[config.mk]
export PLATFORM = sky130hd
export DESIGN_NAME = fixed_exp_sched
export DESIGN_NICKNAME = d
export VERILOG_FILES = /design/src/rtl/fixed_exp_sched.sv
export SDC_FILE = /design/constraint.sdc
export NUM_CORES = 1
export LEC_CHECK = 0
export CORE_UTILIZATION = 60
export DETAILED_ROUTE_END_ITERATION = 7
export PLACE_DENSITY = 0.86
export RECOVER_POWER = 100
export SKIP_CTS_REPAIR_TIMING = 1
export SLEW_MARGIN = 20
export SYNTH_ARGS = -nofsm -noshare
export SYNTH_HDL_FRONTEND = slang
export SYNTH_SLANG_ARGS = --single-unit
[constraint.sdc]
create_clock -name clk -period 8.1 [get_ports clk]
set_input_delay 2.025 -clock clk [delete_from_list [all_inputs] [get_ports clk]]
set_output_delay 2.025 -clock clk [all_outputs]
set_load 0.02 [all_outputs]
[src/rtl/fixed_exp_sched.sv]
// Round-robin scheduler sharing one iterative e^x engine (Q3.7 in, Q5.5 out)
// among NREQ requesters, with bypass for x == 0 / saturating x and an engine timeout.
module fixed_exp_sched #(
    parameter int unsigned NREQ    = 4,
    parameter int unsigned IDW     = 2,
    parameter logic [9:0]  SAT_X   = 10'd443,
    parameter int unsigned TIMEOUT = 32
) (
    input  logic                 clk,
    input  logic                 rst,
    input  logic [NREQ-1:0]      req_valid,
    input  logic [NREQ*10-1:0]   req_x,
    output logic [NREQ-1:0]      req_ready,
    output logic                 rsp_valid,
    input  logic                 rsp_ready,
    output logic [IDW-1:0]       rsp_id,
    output logic [9:0]           rsp_r,
    output logic                 rsp_sat,
    output logic                 rsp_err,
    output logic                 eng_start,
    output logic [9:0]           eng_x,
    output logic                 eng_abort,
    input  logic                 eng_done,
    input  logic [9:0]           eng_r
);

    localparam int unsigned XW      = 10;
    localparam int unsigned CW      = 8;
    localparam int unsigned ONE_Q55 = 32;

    typedef enum logic [2:0] {
        S_IDLE,
        S_GRANT,
        S_ISSUE,
        S_WAIT,
        S_RESP
    } state_t;

    state_t          state;
    logic [IDW-1:0]  ptr;
    logic [CW-1:0]   cnt;
    logic [XW-1:0]   x_q;

    logic            sel_found_c;
    logic [IDW-1:0]  sel_idx_c;
    logic [XW-1:0]   sel_x_c;

    // First valid requester at or after ptr; scanned from the far end so the nearest wins.
    always_comb begin
        sel_found_c = 1'b0;
        sel_idx_c   = '0;
        sel_x_c     = '0;
        for (int i = 0; i < int'(NREQ); i++) begin
            int j;
            j = (int'(ptr) + int'(NREQ) - 1 - i) % int'(NREQ);
            if (req_valid[j]) begin
                sel_found_c = 1'b1;
                sel_idx_c   = IDW'(j);
                sel_x_c     = req_x[j*int'(XW) +: XW];
            end
        end
    end

    always_ff @(posedge clk) begin
        if (!rst) begin
            state     <= S_IDLE;
            ptr       <= '0;
            cnt       <= '0;
            x_q       <= '0;
            req_ready <= '0;
            rsp_valid <= 1'b0;
            rsp_id    <= '0;
            rsp_r     <= '0;
            rsp_sat   <= 1'b0;
            rsp_err   <= 1'b0;
            eng_start <= 1'b0;
            eng_x     <= '0;
            eng_abort <= 1'b0;
        end else begin
            req_ready <= '0;
            eng_start <= 1'b0;
            eng_abort <= 1'b0;
            case (state)
                S_IDLE: begin
                    if (|req_valid) state <= S_GRANT;
                end
                S_GRANT: begin
                    if (sel_found_c) begin
                        req_ready <= NREQ'(1) << sel_idx_c;
                        rsp_id    <= sel_idx_c;
                        x_q       <= sel_x_c;
                        ptr       <= (sel_idx_c == IDW'(NREQ - 1)) ? '0 : sel_idx_c + IDW'(1);
                        if (sel_x_c == '0) begin
                            rsp_r <= XW'(ONE_Q55);
                            state <= S_RESP;
                        end else if (sel_x_c > SAT_X) begin
                            rsp_r   <= '1;
                            rsp_sat <= 1'b1;
                            state   <= S_RESP;
                        end else begin
                            state <= S_ISSUE;
                        end
                    end else begin
                        state <= S_IDLE;
                    end
                end
                S_ISSUE: begin
                    eng_start <= 1'b1;
                    eng_x     <= x_q;
                    cnt       <= '0;
                    state     <= S_WAIT;
                end
                S_WAIT: begin
                    cnt <= cnt + CW'(1);
                    // A done arriving on the timeout cycle still counts as success.
                    if (eng_done) begin
                        rsp_r     <= eng_r;
                        rsp_valid <= 1'b1;
                        state     <= S_RESP;
                    end else if (cnt + CW'(1) == CW'(TIMEOUT)) begin
                        eng_abort <= 1'b1;
                        rsp_r     <= '0;
                        rsp_err   <= 1'b1;
                        rsp_valid <= 1'b1;
                        state     <= S_RESP;
                    end
                end
                S_RESP: begin
                    // Bypass results enter with rsp_valid low and raise it one cycle after the grant.
                    if (!rsp_valid) begin
                        rsp_valid <= 1'b1;
                    end else if (rsp_ready) begin
                        rsp_valid <= 1'b0;
                        rsp_sat   <= 1'b0;
                        rsp_err   <= 1'b0;
                        state     <= (|req_valid) ? S_GRANT : S_IDLE;
                    end
                end
                default: state <= S_IDLE;
            endcase
        end
    end

endmodule

==> impl_metrics.ini, run 1 <==
[global_route]
grt_util_met1_pct = 57.6
grt_overflow = 0
grt_use_total_pct = 42.7
use_met3_pct = 10.1
grt_util_met2_pct = 63.1
grt_pass1_vias = 6698
grt_pass1_wl_um = 37700
grt.busiest_layer = met2
grt_max_degree = 76
antenna_found_initial = 1

[logic_synthesis]
synth_top_area_share_pct = 16.1
async_flop_share_pct = 0
ys_top_cells_by_count = 116 x nand2_1, 69 x nor2_1, 55 x mux2i_1, 54 x dfxtp_1, 42 x o21ai_0
ys_warn_count = 0
synth.most_common_cell = nand2_1
synth_ff_type = dfxtp_1
syn_area_mm2 = 0.00672
syn-mean-instance-area_um2 = 7.83
synth.area.top_cells = dfxtp_1 16%, mux4_2 12%, mux2i_1 8.2%
synth_cells = 858
ys_ff_latch = 54
yosysTopAreaCell = dfxtp_1
seq_area_frac_synth_pct = 16.1
yosysUniqueCellTypes = 73
synth_edf_count = 0

[worst_setup_path]
arrival_ns = 7.19
crit_path_end_kind = flip-flop
worstSetupPathType = reg -> reg
path_max_fanout = 66
cp-start-kind = flip-flop
max_stage_delay_ns = 0.95
worstPathRequired_ns = 8.37
cp_slowest_cell = o21ai_0
worstPathCellList = buf_4, nand2b_1, nand2_1, inv_1, ha_1, and3_1, ha_1, nor2b_1, mux2i_1, a211oi_1, o21ai_0, a31oi_1, or3_1, or4_1, o21ai_0, a21o_1, o221a_2

[drt]
via_count = 7509
drc_errors = 0
avgRoutedWirePerCell_um = 24.1
drt_iter0_drc = 995
viasPerCell = 7.34
antenna_left = 0
drt-pass1-iter-count = 6
routed_wl_um = 24700

[placement]
placed_cell_area_mm2 = 0.00743
place_congestion = 1.07
hpwl_um = 17800
portBuffers = 88

[final_layout]
area.sequential_mm2 = 0.00108
fin_util_pct = 69.1
fin_area_mm2 = 0.00753
diodes = 0
syn_to_final_growth_pct = 12.1
fillers = 921
final_nets = 954
drive_above_1_share_pct = 9.51
multi_input_area_mm2 = 0.00515

[clocking]
clk_pin_slew_ns = 0.10
numCtsBuffers = 5
cts_tree = yes
cts_root_buf = clkbuf_8
htreeDepth = 2
clkLatencyLatePin_ns = 0.33
cts.path.max_buffers = 2
clkSinkCount = 54

[outcome]
failed_checks = max-capacitance violations, max-slew violations
status = finished with violations

[job]
maxCapViolations = 1

[power]
leakage_nw = 2.80
ir_worst_vdd_uv = 261
power.density_mw_per_mm2 = 352

[floorplan]
die_w_um = 108
start_util_pct = 61.7
coreArea_mm2 = 0.0109
num_rows = 38
die-area_mm2 = 0.0116
die_height_um = 108
io-pin-count = 89

[hold_path]
hold_path_class = reg -> reg

[sta]
max_freq_mhz = 145
slew_headroom_pct = -21.1
rsz0062_at_grt = false
setup-violations-final = 0
maxSlewViolCount = 51
fin_skew_ns = 0.0125
fin_crit_ns = 6.92
hold_viol_final = 0
finalCritPeriodShare_pct = 85.4
tns_ns = 0
tightest_slew_ns = 1.82
[layer usage]
layer	up-vias	share of wire [%]	wire length, µm
li1	3269	-	-
met1	3521	39	9620
met2	601	43	10600
met3	116	13	3170
met4	2	5.1	1270
met5	-	0.065	16
[critical path, delay by kind of cell (launching register included)]
| kind | cells | cell delay, ns |
|---|---|---|
| flip-flops | 1 | 0.85 |
| AO/OA/AOI/OAI | 6 | 2.12 |
| multiplexers | 1 | 0.47 |
| buffers and inverters | 2 | 0.82 |
| AND/OR/NAND/NOR | 6 | 1.78 |
| adder cells (fa/ha/maj) | 2 | 0.77 |
[final cells by class]
class / count / share of cell area (%)
Multi-Input combinational cell: 706 / 68.4
Sequential cell: 54 / 14.4
Timing Repair Buffer: 97 / 12.5
Tap cell: 140 / 2.33
Clock buffer: 6 / 0.964
Inverter: 18 / 0.898
Clock inverter: 2 / 0.482
[sequential cells by signal, indices dropped and copies added, names as in the netlist]
signal     flops
rsp_r         10
rsp_valid      1
cnt            8
eng_start      1
req_ready      4
eng_x         10
rsp_err        1
state          3
ptr            2
rsp_sat        1
eng_abort      1
x_q           10
rsp_id         2
[report_power, final]
| group | internal, W | leakage (nW) | switching [W] | total [W] |
|---|---|---|---|---|
| Clock | 0.0000926 | 0.0557 | 0.0000922 | 0.000185 |
| Sequential | 0.000330 | 0.440 | 0.0000734 | 0.000403 |
| Combinational | 0.000803 | 2.30 | 0.00126 | 0.00206 |
[placed cells by master (no fill, tap or decap), types with 16 or more instances in the layout]
master           netlist  final
dfxtp_1               54     53
mux2_2                18     18
nand3_1               32     32
inv_1                 17     17
nand2b_1              19     19
mux2i_1               55     55
a21boi_0              18     18
mux4_2                36     36
clkdlybuf4s50_1        0     56
nand2_1              116    116
dlygate4sd3_1          0     32
nor3_1                21     21
nor2b_1               26     26
a21oi_1               34     34
o21ai_0               42     43
nor2_1                69     68
o211a_1               16     16
[path summary, 6_finish.rpt]
path	slack, ns	depth (start not counted)	start	endpoint
min	0.47	2	rsp_id[1]$_SDFFE_PN0P_	rsp_id[1]$_SDFFE_PN0P_
max reg2reg	1.18	17	ptr[0]$_SDFFE_PN0P_	rsp_r[5]$_SDFFE_PN0P_
min reg2reg	0.47	2	rsp_id[1]$_SDFFE_PN0P_	rsp_id[1]$_SDFFE_PN0P_
max	1.18	17	ptr[0]$_SDFFE_PN0P_	rsp_r[5]$_SDFFE_PN0P_
[metrics by stage]
stage	total power (W)	hold WS, ns	setup WS [ns]	instances
3_5_place_dp	0.00240	0.459	1.94	1015
4_1_cts	0.00258	0.472	1.94	1023
6_report	0.00265	0.471	1.18	1023
2_1_floorplan	0.00189	0.438	2.54	859
3_3_place_gp	0.00236	0.455	2.18	1015
5_1_grt	0.00279	0.491	0.899	1023
[kinds of logic after synthesis]
family	Yosys count	synth area share, %
simple gates	346	25.3
compound gates	231	24.7
mux	109	23.3
buf+inv	99	7.36
flops	54	16.1
fa+ha+maj	14	2.72
xor+xnor	3	0.391
other cells	2	0.112
(Power assumes the default switching activity.)
==> run 2, diff against run 1 <==
--- a/config.mk
+++ b/config.mk
@@ -6,6 +6,7 @@
 export NUM_CORES = 1
 export LEC_CHECK = 0
 export CORE_UTILIZATION = 60
+export CTS_CLUSTER_DIAMETER = 40
 export DETAILED_ROUTE_END_ITERATION = 7
 export PLACE_DENSITY = 0.86
 export RECOVER_POWER = 100
==> results of run 2 <==
The final DEF is identical to that of run 1; final timing and power are the same.
==> run 3, diff against run 2 <==
--- a/config.mk
+++ b/config.mk
@@ -5,10 +5,10 @@
 export SDC_FILE = /design/constraint.sdc
 export NUM_CORES = 1
 export LEC_CHECK = 0
-export CORE_UTILIZATION = 60
+export CORE_UTILIZATION = 49
 export CTS_CLUSTER_DIAMETER = 40
 export DETAILED_ROUTE_END_ITERATION = 7
-export PLACE_DENSITY = 0.86
+export PLACE_DENSITY = 0.72
 export RECOVER_POWER = 100
 export SKIP_CTS_REPAIR_TIMING = 1
 export SLEW_MARGIN = 20
==> impl_metrics.ini, run 3 (synthesis results as in run 1) <==
[sta]
setup-violations-final = 0
slew_headroom_pct = -23.1
rsz0062_at_grt = false
hold_viol_final = 0
tightest_slew_ns = 1.85
finalCritPeriodShare_pct = 86.8
fin_skew_ns = 0.00511
max_freq_mhz = 142
tns_ns = 0
maxSlewViolCount = 51
fin_crit_ns = 7.03

[final_layout]
final_common_cell = nand2_1
fin_util_pct = 57.1
syn_to_final_growth_pct = 13.1
final_nets = 954
top_regs = eng_x (10), rsp_r (10), x_q (10)
diodes = 0
layout_common_cells = 116 x nand2_1, 68 x nor2_1, 55 x mux2i_1, 55 x clkdlybuf4s50_1, 53 x dfxtp_1
drive_above_1_share_pct = 9.29

[floorplan]
die-area_mm2 = 0.0142
die_w_um = 119
start_util_pct = 50.5
coreArea_mm2 = 0.0133
io-pin-count = 89
die_height_um = 119
num_rows = 42

[clocking]
clkSinkCount = 54
numCtsBuffers = 5
cts.path.max_buffers = 2
cts_root_buf = clkbuf_16
htreeDepth = 2
clk_pin_slew_ns = 0.07
cts_tree = yes
clkLatencyLatePin_ns = 0.30

[worst_setup_path]
cp-start-kind = flip-flop
path_max_fanout = 60
worstSetupPathType = reg -> reg
reg2reg_slack_ns = 1.07
crit_path_end_kind = flip-flop
r2r-end = rsp_r[5]$_SDFFE_PN0P_
ff2ff_path_depth = 18
arrival_ns = 7.27
worstPathRequired_ns = 8.34
r2r-start = ptr[0]$_SDFFE_PN0P_

[power]
ir_worst_vdd_uv = 151
clockPowerShare_pct = 8.0
p_switching_w = 0.00137
power_frac_seq_pct = 15.2
total_power_w = 0.00261
leakage_nw = 2.81
switching_share_pct = 52.3
p_int_w = 0.00124
power.density_mw_per_mm2 = 344
power_frac_comb_pct = 76.8

[global_route]
grt_pass1_vias = 6483
grt_pass1_wl_um = 36000
grt_max_degree = 74
grt_overflow = 0
grt_use_total_pct = 32.0
antenna_found_initial = 0

[drt]
drc_errors = 0
avgRoutedWirePerCell_um = 21.3
antenna_left = 0
routed_wl_um = 22600
viasPerCell = 6.70
via_count = 7095
drt-pass1-iter-count = 5
drt_iter0_drc = 980

[placement]
hpwl_um = 16100
place_congestion = 1.07
portBuffers = 88

[outcome]
failed_checks = max-capacitance violations, max-slew violations
status = finished with violations

[hold_path]
hold_path_class = reg -> reg
hold_start = eng_x[6]$_SDFFE_PN0P_
hold_depth = 2
min_to = eng_x[6]$_SDFFE_PN0P_

[job]
maxCapViolations = 1
## run 3: layer usage
layer / up-vias / GRT usage (%) / routed length (µm)
met5: - / 0 / 0
met4: 0 / 13.1 / 898
met3: 79 / 7.66 / 2760
met2: 475 / 46.4 / 9530
met1: 3271 / 45.2 / 9380
li1: 3270 / - / -
## run 3: critical path, stage by stage (launching register included)
cell and delay (ns):
dfxtp_4 0.83, inv_1 0.20, ha_4 0.77, nand2b_1 0.38, nand2_1 0.24, inv_1 0.12, ha_1 0.23, and3_1 0.14
ha_1 0.50, nor2_1 0.10, mux2i_1 0.51, a211oi_1 0.09, o21ai_0 0.21, a31oi_1 0.20, or3_1 0.42, or4_1 0.49
o21ai_0 0.85, a21o_1 0.38, o221a_2 0.26
## run 3: how the worst max path moves through the flow
stage	start	to	slack (ns)	cells after the start
after floorplan	ptr[0]$_SDFFE_PN0P_	rsp_r[3]$_SDFFE_PN0P_	2.54	27
after global placement	ptr[0]$_SDFFE_PN0P_	rsp_r[5]$_SDFFE_PN0P_	1.93	18
after detailed placement	ptr[0]$_SDFFE_PN0P_	rsp_r[5]$_SDFFE_PN0P_	1.84	18
after CTS	ptr[0]$_SDFFE_PN0P_	rsp_r[5]$_SDFFE_PN0P_	1.80	18
after global routing	ptr[0]$_SDFFE_PN0P_	rsp_r[5]$_SDFFE_PN0P_	0.70	18
final	ptr[0]$_SDFFE_PN0P_	rsp_r[5]$_SDFFE_PN0P_	1.07	18
## run 3: layout make-up
cell class,count,area [µm²]
Clock inverter,1,7.51
Sequential cell,54,1080
Tap cell,176,220
Inverter,18,67.6
Fill cell,1263,5700
Multi-Input combinational cell,706,5140
Timing Repair Buffer,97,945
Clock buffer,7,133
## run 3: per-stage QoR
stage	cells	worst slack, ns	area, µm²	hold slack [ns]
floorplan	859	2.54	6720	0.438
global placement	1051	1.93	7480	0.450
detailed placement	1051	1.84	7480	0.454
CTS	1059	1.80	7620	0.465
global route	1059	0.700	7600	0.487
finish	1059	1.07	7600	0.465
## run 3: power by group through the flow
stage          sequential (W)  combinational [W]  clock (W)
6_report             0.000396            0.00201   0.000209
5_1_grt              0.000405            0.00214   0.000225
4_1_cts              0.000396            0.00196   0.000213
3_5_place_dp         0.000402            0.00195          0
3_3_place_gp         0.000401            0.00196          0
2_1_floorplan        0.000405            0.00149          0
